**src/rtl/lcd_bus_receiver.sv**
```systemverilog
// Receiving end of the HD44780-style LCD bus: synchronizes the pins, decodes commands and keeps a
// 2x16 shadow buffer. Define LCD_RX_READ_EN to answer busy-flag/address and data reads.
module lcd_bus_receiver #(
  parameter int unsigned CLEAR_CYCLES = 32
) (
  input  logic       clk,
  input  logic       reset,
  input  logic       lcd_rs,
  input  logic       lcd_en,
  input  logic       lcd_rw,
  input  logic [7:0] lcd_data,
  output logic [7:0] lcd_data_out,
  output logic       lcd_data_oe,
  input  logic [4:0] rd_addr,
  output logic [7:0] rd_data,
  output logic       display_on,
  output logic       busy,
  output logic       update,
  output logic       dropped
);

  localparam int unsigned CntW = $clog2(CLEAR_CYCLES);

  typedef enum logic [0:0] {StIdle, StClear} state_e;

  // Input synchronizers
  logic [1:0] rs_q, rw_q;
  logic [2:0] en_q;
  logic [7:0] data_q1, data_q2;

  always_ff @(posedge clk) begin
    if (reset) begin
      rs_q    <= '0;
      rw_q    <= '0;
      en_q    <= '0;
      data_q1 <= '0;
      data_q2 <= '0;
    end else begin
      rs_q    <= {rs_q[0], lcd_rs};
      rw_q    <= {rw_q[0], lcd_rw};
      en_q    <= {en_q[1:0], lcd_en};
      data_q1 <= lcd_data;
      data_q2 <= data_q1;
    end
  end

  logic       rs_s, rw_s, en_s, en_fall;
  logic [7:0] data_s;

  assign rs_s    = rs_q[1];
  assign rw_s    = rw_q[1];
  assign en_s    = en_q[1];
  assign data_s  = data_q2;
  assign en_fall = en_q[2] & ~en_q[1];

  logic wr_xfer, rd_xfer;
  assign wr_xfer = en_fall & ~rw_s;

  // Control state
  state_e          state_q;
  logic [CntW-1:0] cnt_q, last_cnt;
  logic            fill_q, busy_q, update_q, dropped_q, display_q, id_q;
  logic [6:0]      addr_q, addr_step;
  logic            cell_valid;
  logic [4:0]      cell_idx;

  // Line 1 lives at 0x00-0x0F, line 2 at 0x40-0x4F
  assign cell_valid = (addr_q[5:4] == 2'b00);
  assign cell_idx   = {addr_q[6], addr_q[3:0]};
  // The hidden reset fill only needs to cover the 32 cells
  assign last_cnt   = fill_q ? CntW'(31) : CntW'(CLEAR_CYCLES - 1);

  always_comb begin
    addr_step = id_q ? addr_q + 7'd1 : addr_q - 7'd1;
    if (id_q && addr_q == 7'h27)       addr_step = 7'h40;
    else if (id_q && addr_q == 7'h67)  addr_step = 7'h00;
    else if (!id_q && addr_q == 7'h40) addr_step = 7'h27;
    else if (!id_q && addr_q == 7'h00) addr_step = 7'h67;
  end

  always_ff @(posedge clk) begin
    if (reset) begin
      state_q   <= StClear;
      fill_q    <= 1'b1;
      cnt_q     <= '0;
      busy_q    <= 1'b0;
      update_q  <= 1'b0;
      dropped_q <= 1'b0;
      display_q <= 1'b0;
      id_q      <= 1'b1;
      addr_q    <= '0;
    end else begin
      update_q <= 1'b0;
      unique case (state_q)
        StIdle: begin
          if (wr_xfer) begin
            if (rs_s) begin
              addr_q   <= addr_step;
              update_q <= cell_valid;
            end else if (data_s[7]) begin
              addr_q <= data_s[6:0];
            end else if (data_s[6:4] != 3'b000) begin
              // cursor shift, function set, CGRAM address: ignored
            end else if (data_s[3]) begin
              display_q <= data_s[2];
            end else if (data_s[2]) begin
              id_q <= data_s[1];
            end else if (data_s[1]) begin
              addr_q <= '0;
            end else if (data_s[0]) begin
              addr_q  <= '0;
              id_q    <= 1'b1;
              state_q <= StClear;
              fill_q  <= 1'b0;
              cnt_q   <= '0;
              busy_q  <= 1'b1;
            end
          end else if (rd_xfer && rs_s) begin
            addr_q <= addr_step;
          end
        end
        StClear: begin
          if (wr_xfer) dropped_q <= 1'b1;
          cnt_q <= cnt_q + 1'b1;
          if (cnt_q == last_cnt) begin
            state_q  <= StIdle;
            busy_q   <= 1'b0;
            update_q <= ~fill_q;
            fill_q   <= 1'b0;
          end else begin
            busy_q <= 1'b1;
          end
        end
        default: state_q <= StIdle;
      endcase
    end
  end

  // Shadow buffer: no reset, the fill after reset initialises it
  logic [7:0] mem_q [32];
  logic       mem_we;
  logic [4:0] mem_waddr;
  logic [7:0] mem_wdata;

  always_comb begin
    mem_we    = 1'b0;
    mem_waddr = cell_idx;
    mem_wdata = data_s;
    if (state_q == StClear) begin
      if (int'(cnt_q) < 32) begin
        mem_we    = 1'b1;
        mem_waddr = cnt_q[4:0];
        mem_wdata = 8'h20;
      end
    end else if (wr_xfer && rs_s && cell_valid) begin
      mem_we = 1'b1;
    end
  end

  always_ff @(posedge clk) begin
    if (!reset && mem_we) mem_q[mem_waddr] <= mem_wdata;
  end

  always_ff @(posedge clk) begin
    if (reset) rd_data <= '0;
    else       rd_data <= mem_q[rd_addr];
  end

`ifdef LCD_RX_READ_EN
  logic       oe_q;
  logic [7:0] out_q;

  assign rd_xfer = en_fall & rw_s;

  always_ff @(posedge clk) begin
    if (reset) begin
      oe_q  <= 1'b0;
      out_q <= '0;
    end else begin
      oe_q <= en_s & rw_s;
      if (en_s && rw_s) begin
        if (rs_s) out_q <= cell_valid ? mem_q[cell_idx] : 8'h20;
        else      out_q <= {busy_q, addr_q};
      end
    end
  end

  assign lcd_data_oe  = oe_q;
  assign lcd_data_out = out_q;
`else
  assign rd_xfer      = 1'b0;
  assign lcd_data_oe  = 1'b0;
  assign lcd_data_out = 8'h00;
`endif

  assign busy       = busy_q;
  assign update     = update_q;
  assign dropped    = dropped_q;
  assign display_on = display_q;

endmodule

```
**config.mk**
```make
export PLATFORM = sky130hd
export DESIGN_NAME = lcd_bus_receiver
export DESIGN_NICKNAME = d
export VERILOG_FILES = /design/src/rtl/lcd_bus_receiver.sv
export SDC_FILE = /design/constraint.sdc
export NUM_CORES = 1
export LEC_CHECK = 0
export CAP_MARGIN = 30
export CORE_UTILIZATION = 28
export CTS_BUF_LIST = sky130_fd_sc_hd__clkbuf_4
export DETAILED_ROUTE_END_ITERATION = 7
export MAX_ROUTING_LAYER = met4
export PLACE_DENSITY = 0.53
export SYNTH_ARGS = -nofsm -noshare
export SYNTH_HDL_FRONTEND = slang
export SYNTH_SLANG_ARGS = --single-unit
```
**constraint.sdc**
```tcl
create_clock -name clk -period 3.6 [get_ports clk]
set_input_delay 0.72 -clock clk [delete_from_list [all_inputs] [get_ports clk]]
set_output_delay 0.72 -clock clk [all_outputs]
set_load 0.03 [all_outputs]
```
==> load_flow_metrics.sql <==
INSERT INTO impl_metrics (metric_group, metric, value, unit) VALUES
('power_and_ir_drop', 'static-leakage-power', '5.28', 'nW'),
('die', 'row_count', '75', ''),
('cts', 'ctsHoldBuffers', '0', ''),
('sta', 'count_of_endpoints_failing_setup_in_the_final_report', '0', ''),
('placement', 'numPortBuffers', '29', ''),
('grt', 'grt_pass1_wl', '40300', 'um'),
('synthesis', 'post_synth_main_area_contributors', 'sky130_fd_sc_hd__edfxtp_1 63%, sky130_fd_sc_hd__mux4_2 11%, sky130_fd_sc_hd__dfxtp_1 8.2%, sky130_fd_sc_hd__mux4_1 4.3%, sky130_fd_sc_hd__nor2b_1 1.8%', ''),
('critical_path', 'worst_ep_required_time', '3.90', 'ns'),
('drt', 'post_route_wl', '26500', 'um'),
('sta', 'min_period_over_period', '74.8', '%'),
('synthesis', 'dominantRegCellSynth', 'sky130_fd_sc_hd__edfxtp_1', ''),
('drt', 'routed_wire_length_per_instance', '18.8', 'um'),
('power_and_ir_drop', 'power.sequential.fraction', '54.5', '%'),
('critical_path', 'critical_path_arrival', '3.00', 'ns'),
('die', 'start_util', '28.6', '%'),
('power_and_ir_drop', 'power_switching_share', '21.7', '%'),
('synthesis', 'yosys.cell_count.top_type', 'sky130_fd_sc_hd__edfxtp_1', ''),
('synthesis', 'synth_top_cells_by_count', '256 x sky130_fd_sc_hd__edfxtp_1, 60 x sky130_fd_sc_hd__mux4_2, 56 x sky130_fd_sc_hd__nor2_1', ''),
('sta', 'tightest_slew', '0.866', 'ns'),
('power_and_ir_drop', 'pwr-share-comb', '3.8', '%'),
('drt', 'viasPerCell', '4.51', ''),
('critical_path', 'critPathMaxFanout', '8', ''),
('run_status', 'run_status', 'finished clean', ''),
('cells_and_area', 'drive_above_1_share', '29.1', '%'),
('critical_path', 'cp-end-kind', 'flop', ''),
('synthesis', 'yosys_register_bits', '306', ''),
('cts', 'cts_num_sinks', '306', ''),
('critical_path', 'timing_worst_setup_path_type', 'flop to flop', ''),
('placement', 'place.detailed.hpwl', '16500', 'um'),
('cts', 'postCtsSetupRepairBufs', '0', ''),
('drt', 'drc', '0', ''),
('cells_and_area', 'syn_to_final_growth', '18.1', '%'),
('synthesis', 'yosys.area.top_type_share', '63.3', '%'),
('die', 'die_h', '210', 'um'),
('sta', 'unrepaired_setup_endpoints_after_global_routing', 'false', ''),
('power_and_ir_drop', 'p_int', '5.51', 'mW'),
('drt', 'dr.pass1.iters', '6', ''),
('sta', 'fmax_achieved', '0.371', 'GHz'),
('die', 'top_level_ports', '39', ''),
('synthesis', 'synth-seq-area-share', '71.5', '%'),
('drt', 'via_count', '6358', ''),
('power_and_ir_drop', 'power_frac_clock', '41.6', '%'),
('sta', 'final_setup_skew', '0.0552', 'ns'),
('synthesis', 'syn_area', '12200', 'um^2'),
('grt', 'track_usage', '12.7', '%'),
('cts', 'cts_resized', '0', ''),
('power_and_ir_drop', 'power', '7.04', 'mW'),
('sta', 'maxSlewHeadroom', '42.2', '%'),
('cts', 'clkSlewWorstSetupHoldPaths', '0.06', 'ns'),
('run', 'cap_violations', '0', ''),
('drt', 'final_antenna_net_count', '0', ''),
('power_and_ir_drop', 'p_sw', '1.53', 'mW'),
('drt', 'drt_first_iter_violations', '443', ''),
('synthesis', 'post_synthesis_average_cell_area', '18.6', 'um^2'),
('sta', 'totalNegativeSetupSlack', '0', 'ns'),
('power_and_ir_drop', 'p_per_area', '490', 'nW/um^2'),
('synthesis', 'async_flop_share', '0', '%'),
('grt', 'grt_pass1_vias', '6556', ''),
('cells_and_area', 'nets', '802', ''),
('sta', 'final-hold-violation-count', '0', ''),
('cts', 'cts_made_buffers', '80', ''),
('cts', 'cts.htree.levels', '3', ''),
('cells_and_area', 'nFillCells', '4156', ''),
('critical_path', 'crit_path_start_kind', 'flop', ''),
('cts', 'cts_tree', 'yes', ''),
('synthesis', 'yosys.cell_types.count', '48', ''),
('die', 'fp.coreArea', '42400', 'um^2'),
('grt', 'maximum_number_of_pins_on_one_net_before_global_route_repair', '43', ''),
('power_and_ir_drop', 'peakVddDrop', '0.269', 'mV'),
('grt', 'grt_overflow', '0', ''),
('grt', 'initial_antenna_violation_count', '2', '');
[sequential cells by signal, summed over array words and instances, names as in the netlist, 2 cells and up]
| register | cells |
|---|---|
| rs_q | 2 |
| cnt_q | 5 |
| en_q | 3 |
| rw_q | 2 |
| data_q1 | 8 |
| mem_q | 256 |
| addr_q | 7 |
| data_q2 | 8 |
| rd_data | 8 |
[path summary, 6_finish.rpt]
check	startpoint	end	slack, ns	cells after the start
min	data_q1[0]$_SDFF_PP0_	data_q2[0]$_SDFF_PP0_	0.43	1
max	en_q[1]$_SDFF_PP0_	mem_q[30][3]$_DFFE_PP_	0.91	5
max reg2reg	en_q[1]$_SDFF_PP0_	mem_q[30][3]$_DFFE_PP_	0.91	5
min reg2reg	data_q1[0]$_SDFF_PP0_	data_q2[0]$_SDFF_PP0_	0.43	1
[cells in the final DEF, fill, tap and decap left out, types with 3 or more instances in the layout]
master and instances:
sky130_fd_sc_hd__edfxtp_1 256, sky130_fd_sc_hd__clkbuf_4 118, sky130_fd_sc_hd__mux4_2 60, sky130_fd_sc_hd__nor2_1 56
sky130_fd_sc_hd__dfxtp_1 50, sky130_fd_sc_hd__buf_4 38, sky130_fd_sc_hd__nor2b_1 28, sky130_fd_sc_hd__clkdlybuf4s50_1 26
sky130_fd_sc_hd__nand2_1 22, sky130_fd_sc_hd__mux4_1 20, sky130_fd_sc_hd__clkinv_1 12, sky130_fd_sc_hd__o21ai_0 11
sky130_fd_sc_hd__a21oi_1 11, sky130_fd_sc_hd__conb_1 9, sky130_fd_sc_hd__a22o_1 8, sky130_fd_sc_hd__nor2b_2 7
sky130_fd_sc_hd__ha_1 7, sky130_fd_sc_hd__inv_1 6, sky130_fd_sc_hd__a211oi_1 6, sky130_fd_sc_hd__mux2i_1 5
sky130_fd_sc_hd__nand2b_1 4, sky130_fd_sc_hd__nand3b_1 4, sky130_fd_sc_hd__nand4_1 4, sky130_fd_sc_hd__nand3_1 4
sky130_fd_sc_hd__a21o_1 4, sky130_fd_sc_hd__buf_12 4, sky130_fd_sc_hd__nor3_1 3, sky130_fd_sc_hd__xnor2_1 3
sky130_fd_sc_hd__a311oi_1 3, sky130_fd_sc_hd__a22oi_1 3, sky130_fd_sc_hd__a41oi_1 3, sky130_fd_sc_hd__a31oi_1 3
[cells by family (layout without fill, tap and decap cells)]
family | count (synthesis) | in the layout | share of synthesized area [%]
AO/OA/AOI/OAI | 63 | 63 | 3.59
flip-flops | 306 | 306 | 71.5
AND/OR/NAND/NOR | 141 | 141 | 5.69
adder cells (fa/ha/maj) | 8 | 8 | 0.886
XOR/XNOR | 3 | 3 | 0.216
other | 1 | 11 | 0.0309
multiplexers | 87 | 87 | 16.0
buffers and inverters | 45 | 214 | 2.03
[critical path, stage by stage, from the launching register on]
cell and delay, ns:
sky130_fd_sc_hd__dfxtp_1 0.31, sky130_fd_sc_hd__nor3b_2 0.39, sky130_fd_sc_hd__nand3_1 0.17, sky130_fd_sc_hd__o31ai_1 0.38
sky130_fd_sc_hd__nand2_1 0.37, sky130_fd_sc_hd__nor2_1 0.69
[per-layer routing]
layer / share of wire, % / up-vias / GRT usage, %
li1: - / 2908 / -
met1: 48 / 3256 / 16.9
met2: 46 / 159 / 19.0
met3: 4.9 / 35 / 3.28
met4: 1.5 / 0 / 4.15
met5: 0 / - / -
[metrics by stage]
stage | instances | util (%) | hold WS (ns) | area, um^2 | setup slack [ns]
final | 1410 | 33.8 | 0.434 | 14400 | 0.907
after global routing | 1410 | 33.8 | 0.458 | 14400 | 0.621
after CTS | 1408 | 33.8 | 0.437 | 14300 | 0.869
after detailed placement | 1271 | 31.5 | 0.423 | 13300 | 0.754
after global placement | 1270 | 31.4 | 0.424 | 13300 | 0.752
after floorplan | 662 | - | 0.414 | 12200 | 1.14
[power groups by stage]
stage / clock, mW / sequential (mW) / combinational [mW]
2_1_floorplan: 0 / 3.91 / 0.183
3_3_place_gp: 0 / 3.91 / 0.274
3_5_place_dp: 0 / 3.91 / 0.275
4_1_cts: 3.05 / 3.84 / 0.275
5_1_grt: 3.22 / 3.84 / 0.289
6_report: 2.93 / 3.84 / 0.270
[area by class of cell]
| cell class | count | area (um^2) | share of cell area (%) |
|---|---|---|---|
| Multi-Input combinational cell | 311 | 3260 | 22.7 |
| Tap cell | 577 | 722 | 5.03 |
| Clock buffer | 118 | 886 | 6.17 |
| Antenna cell | 2 | 5.00 | 0.0349 |
| Inverter | 6 | 22.5 | 0.157 |
| Sequential cell | 306 | 8690 | 60.5 |
| Timing Repair Buffer | 71 | 651 | 4.53 |
| Clock inverter | 19 | 113 | 0.785 |
(Power assumes the default switching activity.)
